--- config.mk ---
export PLATFORM = sky130hd
export DESIGN_NAME = chip_test_sequencer_flat
export DESIGN_NICKNAME = d
export VERILOG_FILES = /design/src/rtl/chip_test_pkg.sv /design/src/rtl/chip_test_sequencer_if.sv /design/src/rtl/sync_edge_detect.sv /design/src/rtl/chip_test_sequencer.sv /design/src/flat_wrapper.sv
export SDC_FILE = /design/constraint.sdc
export NUM_CORES = 1
export LEC_CHECK = 0
export ABC_CLOCK_PERIOD_IN_PS = 6400
export BUFFER_PORTS_ARGS = -buffer_cell sky130_fd_sc_hd__buf_2
export CAP_MARGIN = 20
export CORE_MARGIN = 4
export CORE_UTILIZATION = 50
export CTS_CLUSTER_SIZE = 8
export DETAILED_ROUTE_END_ITERATION = 16
export HOLD_SLACK_MARGIN = 0.15
export MAX_ROUTING_LAYER = met4
export PLACE_DENSITY = 0.7
export SLEW_MARGIN = 20
export SYNTH_ARGS = -nofsm -noshare
export SYNTH_HDL_FRONTEND = slang
export SYNTH_SLANG_ARGS = --single-unit
--- constraint.sdc ---
create_clock -name Clk -period 6.4 [get_ports Clk]
set_input_delay 1.28 -clock Clk [delete_from_list [all_inputs] [get_ports Clk]]
set_output_delay 1.28 -clock Clk [all_outputs]
set_load 0.005 [all_outputs]
--- src/rtl/chip_test_pkg.sv ---
// Shared types and constants for the chip-checker front-end sequencer
// and the checker modules it drives.
package chip_test_pkg;

    typedef enum logic [2:0] {
        IDLE,
        ARM,
        RUN,
        WAIT,
        SHOW
    } seq_state_t;

    // 20 ms at 50 MHz
    localparam int unsigned DEFAULT_TIMEOUT = 1_000_000;

    localparam logic RESULT_PASS = 1'b1;
    localparam logic RESULT_FAIL = 1'b0;

endpackage

--- src/rtl/chip_test_sequencer_if.sv ---
// Handshake between the sequencer (master) and a chip checker (slave).
interface chip_test_sequencer_if;

    logic Run;
    logic DISP_RSLT;
    logic Done;
    logic RSLT;

    modport master (output Run, output DISP_RSLT, input Done, input RSLT);
    modport slave  (input Run, input DISP_RSLT, output Done, output RSLT);

endinterface

--- src/rtl/sync_edge_detect.sv ---
// Synchronizes an asynchronous pushbutton and emits a registered one-cycle
// pulse on its rising edge (SYNC_STAGES+1 cycles after the raw edge).
module sync_edge_detect #(
    parameter int unsigned SYNC_STAGES = 2
) (
    input  logic clk,
    input  logic rst,
    input  logic din,
    output logic evt
);

    logic [SYNC_STAGES-1:0] sync_q;
    logic                   prev_q;

    always_ff @(posedge clk) begin
        if (rst) begin
            sync_q <= '0;
            prev_q <= 1'b0;
            evt    <= 1'b0;
        end else begin
            sync_q[0] <= din;
            for (int unsigned i = 1; i < SYNC_STAGES; i++) begin
                sync_q[i] <= sync_q[i-1];
            end
            prev_q <= sync_q[SYNC_STAGES-1];
            evt    <= sync_q[SYNC_STAGES-1] & ~prev_q;
        end
    end

endmodule

--- src/rtl/chip_test_sequencer.sv ---
// Start/Done sequencer for the chip checkers: issues one Run pulse per Start
// press, latches the result or a timeout, and keeps saturating tallies.
module chip_test_sequencer
    import chip_test_pkg::*;
#(
    parameter int unsigned TIMEOUT_CYCLES = DEFAULT_TIMEOUT,
    parameter int unsigned SYNC_STAGES    = 2,
    parameter int unsigned CNT_W          = 8
) (
    input  logic                    Clk,
    input  logic                    Reset,
    input  logic                    Start,
    input  logic                    Clear,
    chip_test_sequencer_if.master   chk,
    output logic                    Busy,
    output logic                    Pass,
    output logic                    Fail,
    output logic                    Timeout,
    output logic [CNT_W-1:0]        PassCnt,
    output logic [CNT_W-1:0]        FailCnt
);

    localparam int unsigned      TMR_W    = (TIMEOUT_CYCLES > 1) ? $clog2(TIMEOUT_CYCLES) : 1;
    localparam logic [TMR_W-1:0] TMR_LOAD = TMR_W'(TIMEOUT_CYCLES - 1);
    localparam logic [CNT_W-1:0] CNT_MAX  = '1;

    seq_state_t       state, next_state;
    logic             start_evt, clr_evt;
    logic [TMR_W-1:0] tmr;
    logic             wait_first;
    logic             done_ok, tmr_expired;
    logic             run_d, disp_d, busy_d;

    sync_edge_detect #(.SYNC_STAGES(SYNC_STAGES)) u_start_sync (
        .clk (Clk),
        .rst (Reset),
        .din (Start),
        .evt (start_evt)
    );

    sync_edge_detect #(.SYNC_STAGES(SYNC_STAGES)) u_clear_sync (
        .clk (Clk),
        .rst (Reset),
        .din (Clear),
        .evt (clr_evt)
    );

    // A stale Done from the previous test can still be high in the first WAIT cycle
    assign done_ok     = (state == WAIT) && !wait_first && chk.Done;
    assign tmr_expired = (state == WAIT) && (tmr == '0);

    always_ff @(posedge Clk) begin
        if (Reset) begin
            state         <= IDLE;
            chk.Run       <= 1'b0;
            chk.DISP_RSLT <= 1'b0;
            Busy          <= 1'b0;
        end else begin
            state         <= next_state;
            chk.Run       <= run_d;
            chk.DISP_RSLT <= disp_d;
            Busy          <= busy_d;
        end
    end

    always_comb begin
        next_state = state;
        case (state)
            IDLE:    if (start_evt) next_state = ARM;
            ARM:     next_state = RUN;
            RUN:     next_state = WAIT;
            WAIT:    if (done_ok || tmr_expired) next_state = SHOW;
            SHOW:    if (start_evt) next_state = ARM;
            default: next_state = IDLE;
        endcase
    end

    // Outputs are decoded from next_state so they arrive registered with the state
    always_comb begin
        run_d  = (next_state == RUN);
        disp_d = (next_state inside {WAIT, SHOW});
        busy_d = (next_state inside {ARM, RUN, WAIT});
    end

    always_ff @(posedge Clk) begin
        if (Reset) begin
            tmr        <= '0;
            wait_first <= 1'b0;
            Pass       <= 1'b0;
            Fail       <= 1'b0;
            Timeout    <= 1'b0;
            PassCnt    <= '0;
            FailCnt    <= '0;
        end else begin
            wait_first <= (state == RUN);
            case (state)
                ARM: begin
                    Pass    <= 1'b0;
                    Fail    <= 1'b0;
                    Timeout <= 1'b0;
                    tmr     <= TMR_LOAD;
                end
                WAIT: begin
                    if (done_ok) begin
                        Pass <= (chk.RSLT == RESULT_PASS);
                        Fail <= (chk.RSLT == RESULT_FAIL);
                        if (chk.RSLT == RESULT_PASS) begin
                            if (PassCnt != CNT_MAX) PassCnt <= PassCnt + 1'b1;
                        end else begin
                            if (FailCnt != CNT_MAX) FailCnt <= FailCnt + 1'b1;
                        end
                    end else if (tmr_expired) begin
                        Timeout <= 1'b1;
                        if (FailCnt != CNT_MAX) FailCnt <= FailCnt + 1'b1;
                    end else begin
                        tmr <= tmr - 1'b1;
                    end
                end
                IDLE, SHOW: begin
                    if (clr_evt) begin
                        PassCnt <= '0;
                        FailCnt <= '0;
                    end
                end
                default: ;
            endcase
        end
    end

endmodule

--- src/flat_wrapper.sv ---
// flat-port wrapper written by rule: the top's interface ports become plain ports
module chip_test_sequencer_flat import chip_test_pkg::*;
#(
    parameter int unsigned TIMEOUT_CYCLES = DEFAULT_TIMEOUT,
    parameter int unsigned SYNC_STAGES    = 2,
    parameter int unsigned CNT_W          = 8
)
  (Clk, Reset, Start, Clear, Busy, Pass, Fail, Timeout, PassCnt, FailCnt, chk_Run, chk_DISP_RSLT, chk_Done, chk_RSLT);
  chip_test_sequencer_if chk_i ();
  input  logic Clk;
  input  logic Reset;
  input  logic Start;
  input  logic Clear;
  output logic Busy;
  output logic Pass;
  output logic Fail;
  output logic Timeout;
  output logic [CNT_W-1:0] PassCnt;
  output logic [CNT_W-1:0] FailCnt;
  output wire logic [$bits(chk_i.Run)-1:0] chk_Run;
  output wire logic [$bits(chk_i.DISP_RSLT)-1:0] chk_DISP_RSLT;
  input wire logic [$bits(chk_i.Done)-1:0] chk_Done;
  input wire logic [$bits(chk_i.RSLT)-1:0] chk_RSLT;
  assign chk_Run = chk_i.Run;
  assign chk_DISP_RSLT = chk_i.DISP_RSLT;
  assign chk_i.Done = chk_Done;
  assign chk_i.RSLT = chk_RSLT;
  chip_test_sequencer #(.TIMEOUT_CYCLES(TIMEOUT_CYCLES), .SYNC_STAGES(SYNC_STAGES), .CNT_W(CNT_W)) u_core (.Clk(Clk), .Reset(Reset), .Start(Start), .Clear(Clear), .chk(chk_i), .Busy(Busy), .Pass(Pass), .Fail(Fail), .Timeout(Timeout), .PassCnt(PassCnt), .FailCnt(FailCnt));
endmodule
; ---- After elaboration in Yosys (flattened, before gate mapping)
; Index checks and enable logic that the tools add are counted.
[op_classes]
n_addsub = 3
n_bitwise = 5
eq_ne = 19
n_reduce_logical = 17
n_mux = 23
[op_table]
columns = op, n
row1 = $mux 8, 8
row2 = $mux 20, 2
row3 = $pmux 20 s2, 1
row4 = $pmux 8 s2, 2
row5 = $logic_not 20->1, 1
row6 = $sub 20x1->20 const B, 1
row7 = $add 8x1->8 const B, 2
row8 = $ne 8x8->1 const B, 2
row9 = $eq 3x2->1 const B, 4
row10 = $pmux 3 s4, 1
row11 = $ne 2x2->1 const B, 4
row12 = $eq 3x1->1 const B, 2
row13 = $eq 3x3->1 const B, 2
row14 = $mux 3, 2
row15 = $ne 2x1->1 const B, 3
row16 = $pmux 1 s2, 3
row17 = $reduce_and 3->1, 2
row18 = $reduce_bool 2->1, 3
row19 = $reduce_and 5->1, 1
row20 = $mux 1, 4
row21 = $reduce_and 4->1, 1
row22 = $logic_and 1x1->1, 3
row23 = $logic_not 3->1, 1
row24 = $ne 3x1->1 const B, 1
row25 = other kinds (8), 11
[totals]
out_inout_bits = 22
elab_cells = 84
ff_bits = 54
inputBits = 6

; ---- Logic depth before layout (Yosys ltp)
; Gate-level depths: netlist of the first run.
[depth]
depth_word = 8
ltp_mapped = 8
depth_no_buf = 7

; ---- Modules after synthesis
; A second synthesis of the first run with hierarchy kept.
[hier_totals]
cells_unflattened = 298
area_unflattened_um2 = 2580.0
[modules_own_cells]
columns = module, n_inst, seq_area_each_um2, cells_each, area_each_um2
row1 = chip_test_sequencer, 1, 920.9, 282, 2357.3
row2 = sync_edge_detect, 2, 80.1, 8, 111.4

; ---- Worst setup path after synthesis of the first run
; OpenSTA, ideal clock, no wires.
[synth_timing]
kind = input port to flip-flop
startpoint = input port chk_Done
endpoint = register u_core.tmr[12]
t_required_ns = 6.329
n_path_buf = 1
stages = 6
setup_ns = 0.071
setup_slack_ns = 3.689
arrival_ns = 2.641
path_cell_list = nand2b_1 -> clkbuf_1 -> nand3_1 -> a2bb2oi_1 -> or4b_2 -> a21oi_1
[synth_between]
elab_chain_len = 3
[synth_rtl]
columns = item, line
row1 = from (decl), flat_wrapper.sv:22  ; input wire logic [$bits(chk_i.Done)-1:0] chk_Done;
row2 = $logic_and 1x1->1, chip_test_sequencer.sv:49  ; assign done_ok = (state == WAIT) && !wait_first && chk.Done;
row3 = $ne 2x2->1 (no source line), n/a
row4 = $reduce_and 3->1 (no source line), n/a
row5 = to (signal assigned), chip_test_sequencer.sv:116  ; tmr <= tmr - 1'b1;
row6 = to (decl), chip_test_sequencer.sv:29  ; logic [TMR_W-1:0] tmr;
; Every way passes these cells.
; A chain may end at the register's enable or synchronous reset.

; ---- Final worst setup path of the first run
[layout_timing]
startpoint = register u_core.tmr[2]
endpoint = register u_core.FailCnt[4]
[layout_between]
elab_chain_len = 4
[layout_rtl]
columns = item, line
row1 = $logic_not 20->1, chip_test_sequencer.sv:50  ; assign tmr_expired = (state == WAIT) && (tmr == '0);
row2 = $logic_and 1x1->1, chip_test_sequencer.sv:50
row3 = $ne 3x1->1 (no source line), n/a
row4 = $reduce_and 4->1 (no source line), n/a
row5 = to (signal assigned), chip_test_sequencer.sv:110  ; if (FailCnt != CNT_MAX) FailCnt <= FailCnt + 1'b1;
row6 = to (signal assigned), chip_test_sequencer.sv:114  ; if (FailCnt != CNT_MAX) FailCnt <= FailCnt + 1'b1;
row7 = to (decl), chip_test_sequencer.sv:20  ; output logic [CNT_W-1:0] FailCnt
; Every way passes these cells.

==> flow_summary.yaml, run 1 <==
outcome:
  status: "completed"
sta:
  setup_viol: 0
  hold_slack_ps: 402
  setup_ws_ps: 3580
  grt_setup_unrepaired: "no"
  worst_pin_slew_ps: 754
  period_share: 0.440
  period_needed_ps: 2820
  relSlewSlack: 0.493
  maxSlewViolCount: 0
  setup_tns_ps: 0
  finalHoldViolCount: 0
  finClkSkew_ps: 8.65
  fmax_ghz: 0.355
logic_synthesis:
  syn_inst: 293
  synthDistinctLibCells: 48
  synth_ff_type: "dfxtp_1"
  synthArstFlopShare: 0
  synth.yosys.warnings: 0
  synth_area_leader_cell: "dfxtp_1"
  synth_area_leaders: "dfxtp_1, xnor2_1, a21oi_1"
  ys_ff_latch: 54
  synth_sequential_area_ratio: 0.421
  syn-num-nets: 303
  netlist.area_leader.share: 0.421
  synth_edf_count: 0
  synth_area_per_cell_um2: 8.75
  synth_area_mm2: 0.00256
power_and_ir_drop:
  p_seq_frac: 0.528
  power.internal_mw: 0.477
  pwr-share-clk: 0.286
  switching_share: 0.307
  p_sw_mw: 0.211
  peakVddDrop_uv: 177
  p_leak_nw: 1.02
  design_power_total_mw: 0.688
  p_comb_frac: 0.185
  power_density_mw_per_mm2: 243
finish:
  design_area_mm2: 0.00283
  final_nets: 323
  layout-drive-gt1-share: 0.150
  final_cell_mix: "dfxtp_1, nor2_1, buf_2"
  instances_no_fill: 381
  areaGrowthSynthToFinish_pct: 10.2
  fin_util: 0.583
  layout_commonest_cell: "dfxtp_1"
  n_antenna_cell: 0
grt:
  grt_pass1_vias: 2120
  grt_max_degree: 32
  antenna_found_initial: 0
  grt_util_all_layers: 0.193
  grt_first_pass_wirelength_um: 9720
  grt-ovfl-total: 0
critical_path:
  r2r_end: "u_core.FailCnt[4]$_SDFFE_PP0P_"
  worstSetupStartpointType: "flip-flop"
  regToRegStartpoint: "u_core.tmr[2]$_SDFFE_PP0P_"
  crit_slowest_cell: "nor3_1"
  reg2reg_depth: 5
  critical_path.cell_chain: "nor3_1, nor3b_2, a31oi_1, or4_1, a21oi_1"
  worst-setup-path-type: "reg -> reg"
  cp_max_fo: 10
  worstPathArrival_ps: 3050
  crit_required_ps: 6630
  endpoint_kind: "flip-flop"
  max_stage_delay_ps: 650
  rrSetupSlack_ps: 3580
clock_tree:
  clock_path_buffers: 2
  h-tree-depth: 2
  cts_resized: 0
  clk_latency_ps: 310
  cts_root_buf: "clkbuf_8"
  cts_setup_buffers: 0
  cts_inserted_buffers: 5
  cts_sinks: 54
  tritoncts: "built"
  post_cts_hold_buffer_count: 0
  path_clk_slew_ps: 110
place:
  port-buffer-count: 27
  dpl_cell_area_mm2: 0.00273
  gp_congestion: 0.807
  dp.final_hpwl_um: 3820
  dp_worst_setup_slack_ps: 3490
  place_inst: 373
job:
  maxCapViolations: 0
floorplanning:
  row_count: 25
  io_pins: 28
  die_x_um: 79.6
  fp.dieH_um: 79.6
  die_area_mm2: 0.00634
  core-area_mm2: 0.00485
  start_util: 0.529
worst_hold_path:
  min_path_type: "reg -> reg"
  hold_end: "u_core.u_clear_sync.evt$_SDFF_PP0_"
  holdPathStages: 1
  hp-start: "u_core.u_clear_sync.prev_q$_SDFF_PP0_"
drt:
  vias: 2218
  routed_wl_um: 5560
  post-route-drc-count: 0
  via_per_inst: 5.82
  wl_per_cell_um: 14.6
  drtAntennaViolNets: 0
  drt_pre_antenna_iters: 4
  first_iter_violations: 179
[worst max path at each step]
stage	cells past startpoint	slack (ps)	from	endpoint
floorplan	6	3690	chk_Done	u_core.tmr[12]$_SDFFE_PP0P_
global placement	6	3520	chk_Done	u_core.tmr[12]$_SDFFE_PP0P_
detailed placement	6	3490	chk_Done	u_core.tmr[12]$_SDFFE_PP0P_
CTS	5	3630	u_core.tmr[2]$_SDFFE_PP0P_	u_core.FailCnt[4]$_SDFFE_PP0P_
global route	5	3310	u_core.tmr[2]$_SDFFE_PP0P_	u_core.FailCnt[4]$_SDFFE_PP0P_
finish	5	3580	u_core.tmr[2]$_SDFFE_PP0P_	u_core.FailCnt[4]$_SDFFE_PP0P_
[sequential cells by signal, indices dropped and copies added (netlist names), 2 cells and up]
name,cells
u_core.u_start_sync.sync_q,2
u_core.state,3
u_core.u_clear_sync.sync_q,2
u_core.tmr,20
u_core.FailCnt,8
u_core.PassCnt,8
[synth_stat cells (3+ instances only)]
master     number
nor2b_1        11
or4_1           8
nand3_1         7
o31ai_1         6
or3_1           4
a21oi_1        25
nand4_1         5
nor3_1          6
nand2b_1        5
nor2_1         29
a311oi_1        4
ha_1            4
a41o_1          3
a2111oi_0       4
a211oi_1       12
and2_1          4
o21ai_0        10
nand2_1        13
xnor2_1        15
nand3b_1        5
clkbuf_1       12
a31o_2          4
dfxtp_1        54
a31oi_1         7
inv_1           7
[power groups by stage]
stage	Clock (mW)	Sequential [mW]	Combinational [mW]
final	0.197	0.363	0.128
after global routing	0.216	0.366	0.144
after CTS	0.205	0.363	0.127
after detailed placement	0	0.371	0.126
after global placement	0	0.370	0.126
after floorplan	0	0.366	0.100
[critical path, delay by kind of cell (launching register included)]
| family | cells | cell delay (ps) |
|---|---|---|
| and+or+nand+nor | 3 | 1850 |
| AOI/OAI and AO/OA | 2 | 530 |
| DFF | 1 | 370 |
[logic make-up (layout without fill, tap and decap cells)]
kind of cell / Yosys count / in the layout / synth area share
simple gates: 112 / 112 / 0.248
compound gates: 85 / 85 / 0.223
flops: 54 / 54 / 0.421
buf+inv: 22 / 43 / 0.0327
xor+xnor: 15 / 15 / 0.0512
fa+ha+maj: 4 / 4 / 0.0195
mux: 1 / 1 / 0.00390
[per-layer routing]
metal / up-vias / routed length [um] / GRT usage
met5: - / 0 / -
met4: 0 / 37 / 0.0498
met2: 55 / 2410 / 0.296
li1: 1140 / - / -
met3: 4 / 274 / 0.0316
met1: 1019 / 2840 / 0.264
[cell type report]
class	instances	area [um^2]
Multi-Input combinational cell	217	1400
Fill cell	454	2020
Timing Repair Buffer	28	143
Sequential cell	54	1080
Clock inverter	3	25.0
Tap cell	67	83.8
Clock buffer	5	68.8
Inverter	7	26.3
(Power assumes the default switching activity.)
==> inputs of run 2 (changes only) <==
--- a/config.mk
+++ b/config.mk
@@ -5,7 +5,7 @@
 export SDC_FILE = /design/constraint.sdc
 export NUM_CORES = 1
 export LEC_CHECK = 0
-export ABC_CLOCK_PERIOD_IN_PS = 6400
+export ABC_CLOCK_PERIOD_IN_PS = 2700
 export BUFFER_PORTS_ARGS = -buffer_cell sky130_fd_sc_hd__buf_2
 export CAP_MARGIN = 20
 export CORE_MARGIN = 4
==> constraint.sdc (replaced) <==
create_clock -name Clk -period 2.7 [get_ports Clk]
set_input_delay 0.54 -clock Clk [delete_from_list [all_inputs] [get_ports Clk]]
set_output_delay 0.54 -clock Clk [all_outputs]
set_load 0.005 [all_outputs]
==> flow_summary.yaml, run 2 (same netlist as run 1, synthesis figures left out) <==
outcome:
  status: "completed"
worst_hold_path:
  holdPathStages: 1
  min_path_type: "reg -> reg"
  hp-start: "u_core.u_clear_sync.prev_q$_SDFF_PP0_"
  hold_end: "u_core.u_clear_sync.evt$_SDFF_PP0_"
sta:
  relSlewSlack: 0.595
  setup_viol: 0
  setup_tns_ps: 0
  setup_ws_ps: 71.4
  finClkSkew_ps: 8.53
  grt_setup_unrepaired: "no"
  period_needed_ps: 2630
  fmax_ghz: 0.380
  period_share: 0.974
  maxSlewViolCount: 0
  finalHoldViolCount: 0
  worst_pin_slew_ps: 608
power_and_ir_drop:
  power_density_mw_per_mm2: 572
  p_leak_nw: 1.08
  design_power_total_mw: 1.67
  peakVddDrop_uv: 354
finish:
  n_antenna_cell: 0
  areaGrowthSynthToFinish_pct: 13.5
  ff_latch_area_mm2: 0.00108
  largest_reg_flops: 20
  nFillCells: 438
  largest_register: "u_core.tmr"
  multiInputGateArea_mm2: 0.00140
  final_nets: 334
  layout-drive-gt1-share: 0.178
  fin_util: 0.601
  layout_commonest_cell: "dfxtp_1"
  top_regs: "u_core.tmr (20), u_core.FailCnt (8), u_core.PassCnt (8)"
  final_cell_mix: "dfxtp_1, nor2_1, buf_2"
clock_tree:
  cts_root_buf: "clkbuf_8"
  h-tree-depth: 2
  cts_setup_buffers: 0
  tritoncts: "built"
  post_cts_hold_buffer_count: 0
  path_clk_slew_ps: 100
  clk_latency_ps: 310
  clock_path_buffers: 2
  cts_sinks: 54
  cts_resized: 0
  cts_inserted_buffers: 5
critical_path:
  worstSetupStartpointType: "flip-flop"
  crit_slowest_cell: "or4b_4"
  regToRegStartpoint: "u_core.tmr[5]$_SDFFE_PP0P_"
  cp_top_family: "simple AND/OR/NAND/NOR gates"
  endpoint_kind: "flip-flop"
  worst-setup-path-type: "reg -> reg"
  worstPathArrival_ps: 2870
  critical_path.cell_chain: "or4_1, or4b_4, or4_4, or4_1, a21oi_1"
  rrSetupSlack_ps: 70
  crit_top_cell: "or4_1"
  cp_max_fo: 5
  r2r_end: "u_core.tmr[15]$_SDFFE_PP0P_"
  reg2reg_depth: 5
  crit_required_ps: 2940
  path_buf_inv: 0
  max_stage_delay_ps: 580
drt:
  vias: 2303
  post-route-drc-count: 0
  first_iter_violations: 191
  routed_wl_um: 5760
  via_per_inst: 5.88
  drtAntennaViolNets: 0
  drt_pre_antenna_iters: 5
  wl_per_cell_um: 14.7
grt:
  antenna_found_initial: 0
  grt_max_degree: 22
  grt_util_all_layers: 0.203
  grt_pass1_vias: 2091
  grt_first_pass_wirelength_um: 10000
  grt-ovfl-total: 0
floorplanning:
  start_util: 0.529
  row_count: 25
  die_area_mm2: 0.00634
  fp.dieH_um: 79.6
  io_pins: 28
  die_x_um: 79.6
  core-area_mm2: 0.00485
place:
  port-buffer-count: 27
  dp.final_hpwl_um: 4060
  gp_congestion: 0.856
  dp_worst_setup_slack_ps: 110
job:
  maxCapViolations: 0
run 2: per-stage QoR:
step                      instance area (um^2)  instances  hold WS [ps]
after floorplan                           2560        293           367
after global placement                    2820        384           373
after detailed placement                  2820        384           375
after CTS                                 2910        392           392
after global routing                      2910        392           408
final                                     2910        392           387
run 2: final cells by class:
| type | count | area share |
|---|---|---|
| clock inverter | 3 | 0.00902 |
| timing repair buffer | 39 | 0.0774 |
| tap | 67 | 0.0288 |
| multi-input combinational | 217 | 0.481 |
| clock buffer | 5 | 0.0236 |
| sequential | 54 | 0.371 |
| inverter | 7 | 0.00902 |
run 2: routing by layer:
metal  track usage  vias up  share of wire  wire length [um]
met4        0.0567        0          0.012                70
li1              -     1157              -                 -
met2         0.286       73           0.44              2520
met1         0.292     1065           0.49              2800
met3        0.0463        8          0.064               366
met5             -        -              0                 0
run 2: where the power goes:
part / internal, mW / switching (mW) / leakage (nW) / total [mW]
logic: 0.136 / 0.198 / 0.595 / 0.334
clock network: 0.191 / 0.280 / 0.0491 / 0.472
registers: 0.828 / 0.0314 / 0.438 / 0.859
run 2: worst max-delay path by stage:
| stage | start | endpoint | slack [ps] | cells past startpoint |
|---|---|---|---|---|
| 2_1_floorplan | u_core.tmr[5]$_SDFFE_PP0P_ | u_core.tmr[15]$_SDFFE_PP0P_ | 100 | 6 |
| 3_3_place_gp | u_core.tmr[5]$_SDFFE_PP0P_ | u_core.tmr[15]$_SDFFE_PP0P_ | 120 | 5 |
| 3_5_place_dp | u_core.tmr[5]$_SDFFE_PP0P_ | u_core.tmr[15]$_SDFFE_PP0P_ | 110 | 5 |
| 4_1_cts | u_core.tmr[5]$_SDFFE_PP0P_ | u_core.tmr[15]$_SDFFE_PP0P_ | 80 | 5 |
| 5_1_grt | u_core.tmr[5]$_SDFFE_PP0P_ | u_core.tmr[15]$_SDFFE_PP0P_ | 1 | 5 |
| 6_report | u_core.tmr[5]$_SDFFE_PP0P_ | u_core.tmr[15]$_SDFFE_PP0P_ | 70 | 5 |
==> inputs of run 3 (changes only) <==
--- a/config.mk
+++ b/config.mk
@@ -9,12 +9,11 @@
 export BUFFER_PORTS_ARGS = -buffer_cell sky130_fd_sc_hd__buf_2
 export CAP_MARGIN = 20
 export CORE_MARGIN = 4
-export CORE_UTILIZATION = 50
+export CORE_UTILIZATION = 30
 export CTS_CLUSTER_SIZE = 8
 export DETAILED_ROUTE_END_ITERATION = 16
 export HOLD_SLACK_MARGIN = 0.15
 export MAX_ROUTING_LAYER = met4
-export PLACE_DENSITY = 0.7
 export SLEW_MARGIN = 20
 export SYNTH_ARGS = -nofsm -noshare
 export SYNTH_HDL_FRONTEND = slang
==> flow_summary.yaml, run 3 (same netlist as run 1, synthesis figures left out) <==
sta:
  finalHoldViolCount: 0
  period_share: 0.963
  grt_setup_unrepaired: "no"
  finClkSkew_ps: 16.2
  worst_pin_slew_ps: 644
  hold_slack_ps: 389
  setup_tns_ps: 0
  setup_viol: 0
  fmax_ghz: 0.385
  maxSlewViolCount: 0
  period_needed_ps: 2600
  relSlewSlack: 0.560
critical_path:
  crit_slowest_cell: "or4_1"
  worst-setup-path-type: "reg -> reg"
  crit_top_cell: "or4_1"
  cp_max_fo: 6
  max_stage_delay_ps: 570
  cp_top_family: "simple AND/OR/NAND/NOR gates"
  r2r_end: "u_core.tmr[15]$_SDFFE_PP0P_"
  regToRegStartpoint: "u_core.tmr[11]$_SDFFE_PP0P_"
  crit_cells: 5
  worstPathArrival_ps: 2830
  reg2reg_depth: 5
  critical_path.cell_chain: "or4_1, or4b_4, or4_4, or4_1, a21oi_1"
  rrSetupSlack_ps: 100
  crit_required_ps: 2930
  endpoint_kind: "flip-flop"
  path_buf_inv: 0
  worstSetupStartpointType: "flip-flop"
clock_tree:
  cts_inserted_buffers: 5
  h-tree-depth: 2
  post_cts_hold_buffer_count: 0
  cts_sinks: 54
  cts_root_buf: "clkbuf_8"
  tritoncts: "built"
  clock_path_buffers: 2
  path_clk_slew_ps: 100
  clk_latency_ps: 310
worst_hold_path:
  holdPathStages: 1
  hp-start: "u_core.u_start_sync.prev_q$_SDFF_PP0_"
  hold_end: "u_core.u_start_sync.evt$_SDFF_PP0_"
  min_path_type: "reg -> reg"
drt:
  post-route-drc-count: 0
  first_iter_violations: 164
  wl_per_cell_um: 14.0
  routed_wl_um: 6020
  vias: 2296
  via_per_inst: 5.35
  drt_pre_antenna_iters: 4
  drtAntennaViolNets: 0
job:
  maxCapViolations: 0
floorplanning:
  start_util: 0.311
  row_count: 33
  fp.dieH_um: 100
  die_area_mm2: 0.0101
  die_x_um: 100
  io_pins: 28
  core-area_mm2: 0.00826
grt:
  grt_util_all_layers: 0.127
  antenna_found_initial: 0
  grt_max_degree: 21
  grt-ovfl-total: 0
  grt_pass1_vias: 2117
  grt_first_pass_wirelength_um: 10200
power_and_ir_drop:
  power_density_mw_per_mm2: 570
  p_leak_nw: 1.07
  peakVddDrop_uv: 193
  design_power_total_mw: 1.69
finish:
  largest_register: "u_core.tmr"
  areaGrowthSynthToFinish_pct: 15.4
  n_antenna_cell: 0
  layout-drive-gt1-share: 0.179
  nFillCells: 863
  final_nets: 333
  layout_commonest_cell: "dfxtp_1"
  top_regs: "u_core.tmr (20), u_core.FailCnt (8), u_core.PassCnt (8)"
  final_cell_mix: "dfxtp_1, nor2_1, buf_2"
  largest_reg_flops: 20
place:
  port-buffer-count: 27
  gp_congestion: 0.817
  dp.final_hpwl_um: 4350
outcome:
  status: "completed"
[run 3: per-stage QoR]
| stage | util | instances | setup WS, ps | area [um^2] |
|---|---|---|---|---|
| 2_1_floorplan | - | 293 | 99.5 | 2560 |
| 3_3_place_gp | 0.346 | 421 | 126 | 2860 |
| 3_5_place_dp | 0.346 | 421 | 92.1 | 2860 |
| 4_1_cts | 0.358 | 429 | 68.2 | 2960 |
| 5_1_grt | 0.358 | 429 | 19.5 | 2960 |
| 6_report | 0.358 | 429 | 101 | 2960 |
[run 3: area by class of cell]
cell class              instances  area (um^2)  area share
clock inverters                 2         16.3     0.00550
repair buffers                 38          218      0.0736
multi-input cells             217         1400       0.474
inverters                       7         26.3     0.00888
clock buffers                   6         82.6      0.0279
well taps                     105          131      0.0444
flip-flops and latches         54         1080       0.365
[run 3: power by group]
group	leakage [nW]	switching, mW	internal, mW
sequential	0.438	0.0286	0.828
clock	0.0478	0.272	0.212
combinational	0.588	0.209	0.139
total	1.07	0.509	1.18
[run 3: layer usage]
metal  up-vias  global-route usage  part of all wire
met3         9              0.0263             0.048
met4         0              0.0466             0.020
met2        56               0.188              0.44
li1       1158                   -                 -
met1      1073               0.170              0.49
met5         -                   -                 0
[run 3: worst reg2reg max path: cells and delay by family (launching register included)]
family           cells  cell delay [ps]
AO/OA/AOI/OAI        1              150
flip-flops           1              360
AND/OR/NAND/NOR      4             2030
[run 3: repair_timing]
action                                  4_1_cts  5_1_grt
gates resized for setup                       0        1
endpoints found under the setup margin        0        1
buffers inserted                              0        0
[run 3: worst max-delay path by stage]
stage	slack, ps	startpoint	endpoint
after floorplan	100	u_core.tmr[5]$_SDFFE_PP0P_	u_core.tmr[15]$_SDFFE_PP0P_
after global placement	130	u_core.tmr[5]$_SDFFE_PP0P_	u_core.tmr[15]$_SDFFE_PP0P_
after detailed placement	90	u_core.tmr[5]$_SDFFE_PP0P_	u_core.tmr[15]$_SDFFE_PP0P_
after CTS	70	u_core.tmr[5]$_SDFFE_PP0P_	u_core.tmr[15]$_SDFFE_PP0P_
after global routing	20	u_core.tmr[11]$_SDFFE_PP0P_	u_core.tmr[15]$_SDFFE_PP0P_
final	100	u_core.tmr[11]$_SDFFE_PP0P_	u_core.tmr[15]$_SDFFE_PP0P_
